## src/rtl/cluster_rst_seq_pkg.sv

```systemverilog
// cluster_rst_seq_pkg: shared state encodings, debug hold length and width helpers for the cluster reset sequencer
package cluster_rst_seq_pkg;
  typedef enum logic [2:0] {
    S_RESET,
    S_CKEN_RAMP,
    S_RST_HOLD,
    S_RUN,
    S_DRAIN,
    S_DBG_PULSE,
    S_DBG_HOLD
  } seq_state_t;

  localparam int DBG_HOLD_CYC = 2;

  function automatic int clog2(input int v);
    int r;
    r = 0;
    while ((1 << r) < v) r++;
    return r;
  endfunction

  function automatic int max3(input int a, input int b, input int c);
    int m;
    m = a > b ? a : b;
    return m > c ? m : c;
  endfunction
endpackage

```

## src/rtl/cluster_rst_seq_timer.sv

```systemverilog
// rst_seq_timer: loadable down-counter saturating at zero, shared by the stagger, hold and pulse intervals
//   gclk, arst_l : clock and async active-low reset
//   load         : strobe, takes load_val on this edge
//   load_val     : interval length minus one
//   zero         : counter is at zero
module rst_seq_timer #(
  parameter int W = 5
) (
  input  logic         gclk,
  input  logic         arst_l,
  input  logic         load,
  input  logic [W-1:0] load_val,
  output logic         zero
);
  logic [W-1:0] cnt;

  always_ff @(posedge gclk or negedge arst_l)
    if (!arst_l) cnt <= '0;
    else cnt <= load ? load_val : (cnt == '0 ? cnt : cnt - 1'b1);

  assign zero = cnt == '0;
endmodule

```

## src/rtl/cluster_rst_seq.sv

```systemverilog
// cluster_rst_seq: staggered cluster clock ramp, global reset hold, warm reset and debug init sequencing
//   gclk, arst_l  : clock and async active-low reset
//   wrm_rst_req   : warm reset request pulse
//   dbg_init_req  : debug init request pulse
//   cken_mask     : software cluster clock enable mask, honoured in RUN
//   cluster_cken  : per-cluster clock enables
//   grst_l        : global reset, active low
//   gdbginit_l    : global debug init, active low
//   seq_busy      : sequencer not in RUN
module cluster_rst_seq
  import cluster_rst_seq_pkg::*;
#(
  parameter int NCLUS     = 4,
  parameter int STAGGER   = 8,
  parameter int RST_HOLD  = 16,
  parameter int DBG_PULSE = 8
) (
  input  logic             gclk,
  input  logic             arst_l,
  input  logic             wrm_rst_req,
  input  logic             dbg_init_req,
  input  logic [NCLUS-1:0] cken_mask,
  output logic [NCLUS-1:0] cluster_cken,
  output logic             grst_l,
  output logic             gdbginit_l,
  output logic             seq_busy
);
  localparam int TW = clog2(max3(STAGGER, RST_HOLD, DBG_PULSE)) + 1;
  localparam int IW = clog2(NCLUS) + 1;
  localparam logic [IW-1:0] LAST = IW'(NCLUS);

  seq_state_t    state;
  logic [IW-1:0] idx;
  logic          wrm_q, dbg_q;
  logic          tz, ld;
  logic [TW-1:0] ld_val;
  logic          wrm_go, hold_reload, dbg_go, ramp_step, ramp_done;

  // Requests are registered and qualified by the state they were sampled in,
  // so the sequencer reacts one edge after the sampling edge.
  always_comb begin
    wrm_go      = wrm_q && (state == S_RUN || state == S_DBG_PULSE || state == S_DBG_HOLD);
    hold_reload = wrm_q && state == S_RST_HOLD;
    dbg_go      = dbg_q && !wrm_q && state == S_RUN;
    ramp_step   = state == S_CKEN_RAMP && tz && idx < LAST;
    ramp_done   = state == S_CKEN_RAMP && tz && idx == LAST;
    ld          = state == S_RESET || ramp_step || ramp_done || hold_reload || state == S_DRAIN ||
                  dbg_go || (state == S_DBG_PULSE && tz && !wrm_go);
    ld_val      = state == S_RESET ? '0 :
                  ramp_step ? TW'(STAGGER - 1) :
                  dbg_go ? TW'(DBG_PULSE - 1) :
                  state == S_DBG_PULSE ? TW'(DBG_HOLD_CYC - 1) : TW'(RST_HOLD - 1);
  end

  rst_seq_timer #(.W(TW)) u_timer (
    .gclk     (gclk),
    .arst_l   (arst_l),
    .load     (ld),
    .load_val (ld_val),
    .zero     (tz)
  );

  always_ff @(posedge gclk or negedge arst_l)
    if (!arst_l) begin
      state        <= S_RESET;
      idx          <= '0;
      wrm_q        <= 1'b0;
      dbg_q        <= 1'b0;
      cluster_cken <= '0;
      grst_l       <= 1'b0;
      gdbginit_l   <= 1'b0;
      seq_busy     <= 1'b1;
    end else begin
      wrm_q <= wrm_rst_req && (state inside {S_RUN, S_RST_HOLD, S_DBG_PULSE, S_DBG_HOLD});
      dbg_q <= dbg_init_req && !wrm_rst_req && state == S_RUN;
      if (wrm_go) begin
        state        <= S_DRAIN;
        cluster_cken <= '1;
        grst_l       <= 1'b0;
        gdbginit_l   <= 1'b0;
        seq_busy     <= 1'b1;
      end else
        case (state)
          S_RESET: begin
            state <= S_CKEN_RAMP;
            idx   <= '0;
          end
          S_CKEN_RAMP:
            if (ramp_step) begin
              cluster_cken <= cluster_cken | (NCLUS'(1) << idx);
              idx          <= idx + 1'b1;
            end else if (ramp_done) begin
              state        <= S_RST_HOLD;
              cluster_cken <= '1;
            end
          S_DRAIN: state <= S_RST_HOLD;
          // Headers need rclk running while reset propagates, so cken stays
          // all-ones for the first RUN cycle and the mask lands one edge later.
          S_RST_HOLD:
            if (tz && !hold_reload) begin
              state      <= S_RUN;
              grst_l     <= 1'b1;
              gdbginit_l <= 1'b1;
              seq_busy   <= 1'b0;
            end
          S_RUN:
            if (dbg_go) begin
              state        <= S_DBG_PULSE;
              cluster_cken <= '1;
              gdbginit_l   <= 1'b0;
              seq_busy     <= 1'b1;
            end else
              cluster_cken <= cken_mask;
          S_DBG_PULSE:
            if (tz) begin
              state      <= S_DBG_HOLD;
              gdbginit_l <= 1'b1;
            end
          S_DBG_HOLD:
            if (tz) begin
              state        <= S_RUN;
              cluster_cken <= cken_mask;
              seq_busy     <= 1'b0;
            end
          default: state <= S_RESET;
        endcase
    end
endmodule
```

## config.mk

```make
export PLATFORM = sky130hd
export DESIGN_NAME = cluster_rst_seq
export DESIGN_NICKNAME = d
export VERILOG_FILES = /design/src/rtl/cluster_rst_seq_pkg.sv /design/src/rtl/cluster_rst_seq_timer.sv /design/src/rtl/cluster_rst_seq.sv
export SDC_FILE = /design/constraint.sdc
export NUM_CORES = 1
export LEC_CHECK = 0
export CAP_MARGIN = 15
export CORE_UTILIZATION = 45
export DETAILED_ROUTE_END_ITERATION = 16
export PLACE_DENSITY_LB_ADDON = 0.08
export SETUP_SLACK_MARGIN = 0.4
export SLEW_MARGIN = 20
export SYNTH_ARGS = -nofsm -noshare
export SYNTH_HDL_FRONTEND = slang
export SYNTH_SLANG_ARGS = --single-unit
export TNS_END_PERCENT = 100
```

## constraint.sdc

```tcl
create_clock -name gclk -period 2.3 [get_ports gclk]
set_input_delay 0.46 -clock gclk [delete_from_list [all_inputs] [get_ports gclk]]
set_output_delay 0.46 -clock gclk [all_outputs]
set_load 0.02 [all_outputs]
```

==> flow_summary.json, run 1 <==
{
  "cts.sinks": 20,
  "swShare_pct": 29.4,
  "crit_family": "simple AND/OR/NAND/NOR gates",
  "finalSetupViolations": 0,
  "synth_nets": 167,
  "dp_hpwl_um": 2320,
  "die_height_um": 56.3,
  "fin_skew_ns": 0.00492,
  "ys_seq_elements": 20,
  "crit_end": "cluster_cken[3]",
  "rr_endpoint": "cluster_cken[3]",
  "gp_congestion": 0.832,
  "cts_hold_buf": 0,
  "power.density_mw_per_mm2": 479,
  "worstReg2RegStart": "u_timer.cnt[1]",
  "switching_power_w": 0.000240,
  "nFillCells": 248,
  "worstSetupPathType": "reg2reg",
  "cts_made_buffers": 3,
  "clockBufferDepth": 2,
  "avgSynthCellArea_um2": 8.72,
  "p_leak_nw": 0.687,
  "area_growth_pct": 28.6,
  "status": "completed",
  "critPathBufInv": 1,
  "grt_usage_pct": 23.3,
  "r2r_slack_ns": 0.20,
  "cts.htree.levels": 1,
  "antenna_found_initial": 0,
  "drc_errors": 0,
  "crit_path_end_kind": "flip-flop",
  "synth_cell_types": 40,
  "core_mm2": 0.00278,
  "drive_above_1_share_pct": 22.2,
  "startpoint": "u_timer.cnt[1]",
  "critPathMaxFanout": 3,
  "grt_pass1_vias": 1275,
  "yosysWarnings": 0,
  "wl_per_cell_um": 15.9,
  "finalSetupTns_ns": 0,
  "r2r_cells": 6,
  "clock_power_share_pct": 25.8,
  "vias": 1284,
  "p_int_w": 0.000576,
  "holdWs_ns": 0.439,
  "slew_viol_final": 0,
  "die_w_um": 56.3,
  "synth_cells": 152,
  "crit_required_ns": 2.50,
  "fin_crit_sh_pct": 91.5,
  "place.port_buffers": 14,
  "clock_latency_ns": 0.31,
  "die-area_mm2": 0.00317,
  "synth_edf_count": 0,
  "fin_crit_ns": 2.10,
  "start_util_pct": 47.6,
  "route.antenna.remaining_nets": 0,
  "fmax_ghz": 0.475,
  "multi_input_area_um2": 827,
  "comb_power_share_pct": 24.9,
  "first_iter_violations": 46,
  "globalRouteOverflowTotal": 0,
  "final_nets": 192,
  "cpPeakStageDelay_ns": 0.46,
  "synthFlopType": "dfrtp_1",
  "io_pins": 15,
  "insertedDiodeCount": 0,
  "num_rows": 19,
  "hold_viol_final": 0,
  "maxCapViolations": 0,
  "path_depth": 6,
  "hp-class": "in2async",
  "cp_data_arrival_time_ns": 2.31,
  "syn-cell-area_mm2": 0.00133,
  "grt_max_degree": 17,
  "routed_wl_um": 3290,
  "final-seq-area_um2": 502,
  "cp_cell_sequence": "inv_2 > ha_4 > or4b_4 > or4_4 > o32a_1 > a221o_1",
  "cts_tree": "built",
  "rsz0062_at_grt": "yes",
  "ir_drop_mv": 0.515,
  "async_reset_ff_share_pct": 100,
  "startpoint_type": "flip-flop",
  "worst-slew-pin-transition_ns": 0.502,
  "pwr-share-seq_pct": 49.3,
  "avgViaCountPerCell": 6.20,
  "slew_headroom_pct": 66.3,
  "grt_pass1_wl_um": 5870,
  "cts_root_buf": "clkbuf_4",
  "seq_area_frac_synth_pct": 37.9,
  "cpMaxStageDelayCell": "or4b_4",
  "clkTransAtPathRegs_ns": 0.12,
  "firstDrtPassIters": 4
}
## worst reg2reg max path: cells and delay by family, from the launching register on
| family | cells | cell delay (ns) |
|---|---|---|
| flops | 1 | 0.41 |
| compound gates | 2 | 0.47 |
| fa+ha+maj | 1 | 0.13 |
| buf+inv | 1 | 0.09 |
| simple gates | 2 | 0.90 |
## placed cells by master, fill, tap and decap left out, types with 2 or more instances in the layout
cell             Yosys  final
nand2_1              8      8
o32ai_2              0      3
nand2b_1             6      6
nor2_1              12     12
a31oi_1              2      2
o211ai_1             2      2
o21ai_0             13     11
nor3_1               7      6
or4_1                2      2
a221oi_1             2      2
buf_4                0     17
dfrtp_1             19     19
nor3b_1              2      2
or3_1                2      2
a21oi_1             10     10
a21boi_0             3      3
a221o_1              2      2
nor4_1               4      2
nand3_1              2      2
inv_2                0      2
clkdlybuf4s50_1      0     13
inv_1                9      7
mux2_2               2      2
o31ai_1              2      2
o32a_1               2      2
nand3b_1             2      2
clkbuf_4             0      3
ha_1                 7      6
xnor2_1              2      2
## how the worst min path moves through the flow
| stage | cells after the start | to | start |
|---|---|---|---|
| final | 1 | state[2] | arst_l |
| after global routing | 1 | cluster_cken[0] | arst_l |
| after CTS | 1 | state[2] | arst_l |
| after detailed placement | 1 | cluster_cken[3] | cluster_cken[3] |
| after global placement | 1 | cluster_cken[3] | cluster_cken[3] |
| after floorplan | 0 | cluster_cken[0] | arst_l |
## power groups by stage
stage | registers (W) | clock network, W | logic [W]
after floorplan | 0.000402 | 0 | 0.000104
after global placement | 0.000407 | 0 | 0.000155
after detailed placement | 0.000408 | 0 | 0.000160
after CTS | 0.000401 | 0.000218 | 0.000186
after global routing | 0.000406 | 0.000229 | 0.000226
final | 0.000402 | 0.000211 | 0.000203
## per-stage QoR
stage          cell area, um2  instances  utilization (%)  setup slack [ns]  power (W)
2_1_floorplan            1330        152                -             0.201   0.000506
3_3_place_gp             1530        195             55.0             0.163   0.000562
3_5_place_dp             1530        195             55.0             0.128   0.000568
4_1_cts                  1650        204             59.4             0.137   0.000806
5_1_grt                  1700        207             61.3             0.136   0.000861
6_report                 1700        207             61.3             0.196   0.000816
## cells by family after synthesis
group / after synthesis / synth area share, %
adders and majority gates: 7 / 6.61
AOI/OAI and AO/OA: 45 / 22.6
DFF: 20 / 37.9
xor gates and xnor gates: 2 / 1.32
muxes: 3 / 2.46
and+or+nand+nor: 55 / 23.4
buffers and inverters: 20 / 5.76
## area by class of cell
cell class / instances / area share [%]
timing repair buffer: 31 / 15.6
inverter: 9 / 1.98
tap: 31 / 2.28
multi-input combinational: 112 / 48.5
clock buffer: 4 / 2.13
sequential: 20 / 29.4
## synth_stat cells (3+ instances only)
master	count	area, um2
dfrtp_1	19	475
o21ai_0	13	65.1
nor2_1	12	45.0
a21oi_1	10	50.1
clkbuf_1	10	37.5
inv_1	9	33.8
nand2_1	8	30.0
ha_1	7	87.6
nor3_1	7	35.0
nand2b_1	6	37.5
nor4_1	4	25.0
a21boi_0	3	22.5
o32ai_1	3	26.3
## registers in the layout, summed over array words and instances (netlist names)
register and flops:
idx 3, gdbginit_l 1, u_timer.cnt 5, cluster_cken 4
dbg_q 1, grst_l 1, wrm_q 1, seq_busy 1
state 3
## layer usage
metal	track usage (%)	up-vias	wire length [um]
met5	0	-	0
met4	4.18	0	19
met3	4.84	4	113
met2	40.1	38	1640
met1	30.6	635	1510
li1	-	607	-
## what timing repair did
| action | CTS | global route |
|---|---|---|
| setup endpoints to repair | 14 | 16 |
| resized for setup | 11 | 7 |
| setup buffers | 5 | 3 |
| pin swaps | 3 | 3 |
No activity file was read; power rests on OpenSTA's default activity.
==> inputs of run 2 (changes only) <==
GPL_TIMING_DRIVEN = 1   (was not set)
==> results of run 2 <==
No change in the layout: final DEF, timing and power equal those of run 1.
==> inputs of run 3 (changes only) <==
MAX_ROUTING_LAYER = met4   (was not set)
==> flow_summary.json, run 3 (synthesis results as in run 1) <==
{
  "final_common_cell": "dfrtp_1",
  "gp_congestion": 0.844,
  "slew_headroom_pct": 64.8,
  "cp_cell_sequence": "inv_2 > ha_4 > or4b_4 > or4_4 > o32a_1 > a221o_1",
  "io_pins": 15,
  "grt_pass1_wl_um": 5900,
  "routed_wl_um": 3320,
  "drc_errors": 0,
  "finish.instance_area_mm2": 0.00170,
  "comb_power_share_pct": 24.9,
  "avgViaCountPerCell": 6.24,
  "clock_latency_ns": 0.31,
  "grt_pass1_vias": 1273,
  "slew_viol_final": 0,
  "status": "completed",
  "die_height_um": 56.3,
  "area_growth_pct": 28.6,
  "switching_power_w": 0.000241,
  "cts_tree": "built",
  "drive_above_1_share_pct": 22.2,
  "path_depth": 6,
  "nFillCells": 248,
  "clockBufferDepth": 2,
  "fin_skew_ns": 0.00520,
  "biggestRegsByFlops": "u_timer.cnt: 5 flops, cluster_cken: 4 flops",
  "cpMaxStageDelayCell": "or4b_4",
  "cts_root_buf": "clkbuf_4",
  "place.port_buffers": 14,
  "antenna_found_initial": 0,
  "fin_total_pwr_w": 0.000817,
  "power.density_mw_per_mm2": 479,
  "p_int_w": 0.000576,
  "finalSetupTns_ns": 0,
  "startpoint_type": "flip-flop",
  "hp-class": "in2async",
  "r2r_cells": 6,
  "vias": 1291,
  "final_nets": 192,
  "fin_crit_ns": 2.11,
  "crit_required_ns": 2.51,
  "swShare_pct": 29.5,
  "cts.sinks": 20,
  "worstSetupPathType": "reg2reg",
  "firstDrtPassIters": 4,
  "worst-slew-pin-transition_ns": 0.524,
  "finalSetupViolations": 0,
  "final-seq-area_um2": 502,
  "route.antenna.remaining_nets": 0,
  "largest_register_ff_count": 5,
  "cts.htree.levels": 1,
  "first_iter_violations": 49,
  "critPathBufInv": 1,
  "insertedDiodeCount": 0,
  "dpl-instance-area_mm2": 0.00153,
  "num_rows": 19,
  "fmax_ghz": 0.474,
  "multi_input_area_um2": 827,
  "clock_power_share_pct": 25.8,
  "dp_hpwl_um": 2320,
  "grt_max_degree": 17,
  "fin_util_pct": 61.3,
  "die_w_um": 56.3,
  "maxCapViolations": 0,
  "grt_usage_pct": 24.0,
  "final_cell_mix": "19 x dfrtp_1, 17 x buf_4, 13 x clkdlybuf4s50_1",
  "critPathMaxFanout": 3,
  "fin_crit_sh_pct": 91.8,
  "cts_made_buffers": 3,
  "crit_path_end_kind": "flip-flop",
  "crit_family": "simple AND/OR/NAND/NOR gates",
  "pwr-share-seq_pct": 49.3,
  "p_leak_nw": 0.687,
  "hold_viol_final": 0,
  "ir_drop_mv": 0.515,
  "clkTransAtPathRegs_ns": 0.12,
  "fin_cells": 207,
  "globalRouteOverflowTotal": 0,
  "dp_cells": 195,
  "cpPeakStageDelay_ns": 0.46,
  "top_register": "u_timer.cnt",
  "core_mm2": 0.00278,
  "wl_per_cell_um": 16.0,
  "die-area_mm2": 0.00317,
  "cp_data_arrival_time_ns": 2.32,
  "cts_hold_buf": 0,
  "rsz0062_at_grt": "yes",
  "start_util_pct": 47.6
}
## run 3: cell counts in the layout (fill, tap and decap cells not counted)
No cell type changed its count.
## run 3: per-layer routing
metal / vias to the layer above / GRT usage [%] / wire length [um]
li1: 605 / - / -
met3: 4 / 4.84 / 149
met1: 636 / 30.7 / 1500
met2: 46 / 40.1 / 1650
met4: 0 / 4.18 / 17
met5: - / - / 0
## run 3: repair_timing
item / 4_1_cts / 5_1_grt
setup buffers: 5 / 3
setup endpoints to repair: 14 / 16
resized for setup: 11 / 7
pin swaps: 3 / 3
endpoints found under the hold margin: 0 / 0
## run 3: stage by stage
stage                     worst slack (ns)  hold WS [ns]
after floorplan                      0.201         0.164
after detailed placement             0.128         0.503
final                                0.189         0.439
after CTS                            0.137         0.440
after global placement               0.163         0.510
after global routing                 0.136         0.446
## run 3: worst paths after layout
path,startpoint,end,slack (ns)
setup / recovery,u_timer.cnt[1],cluster_cken[3],0.19
hold reg to reg,cluster_cken[3],cluster_cken[3],0.54
max in group asynchronous,arst_l,idx[2],1.33
setup reg to reg,u_timer.cnt[1],cluster_cken[3],0.19
hold / removal,arst_l,state[2],0.44
min in group gclk,cluster_cken[3],cluster_cken[3],0.54
## run 3: area by class of cell
cell class / count / share of cell area [%]
inverters: 9 / 1.98
well taps: 31 / 2.28
flip-flops and latches: 20 / 29.4
repair buffers: 31 / 15.6
multi-input cells: 112 / 48.5
clock buffers: 4 / 2.13
## run 3: power by group through the flow
stage	combinational (W)	clock, W	sequential (W)
floorplan	0.000104	0	0.000402
detailed placement	0.000160	0	0.000408
global route	0.000227	0.000229	0.000406
finish	0.000203	0.000211	0.000403
global placement	0.000155	0	0.000407
CTS	0.000186	0.000218	0.000401
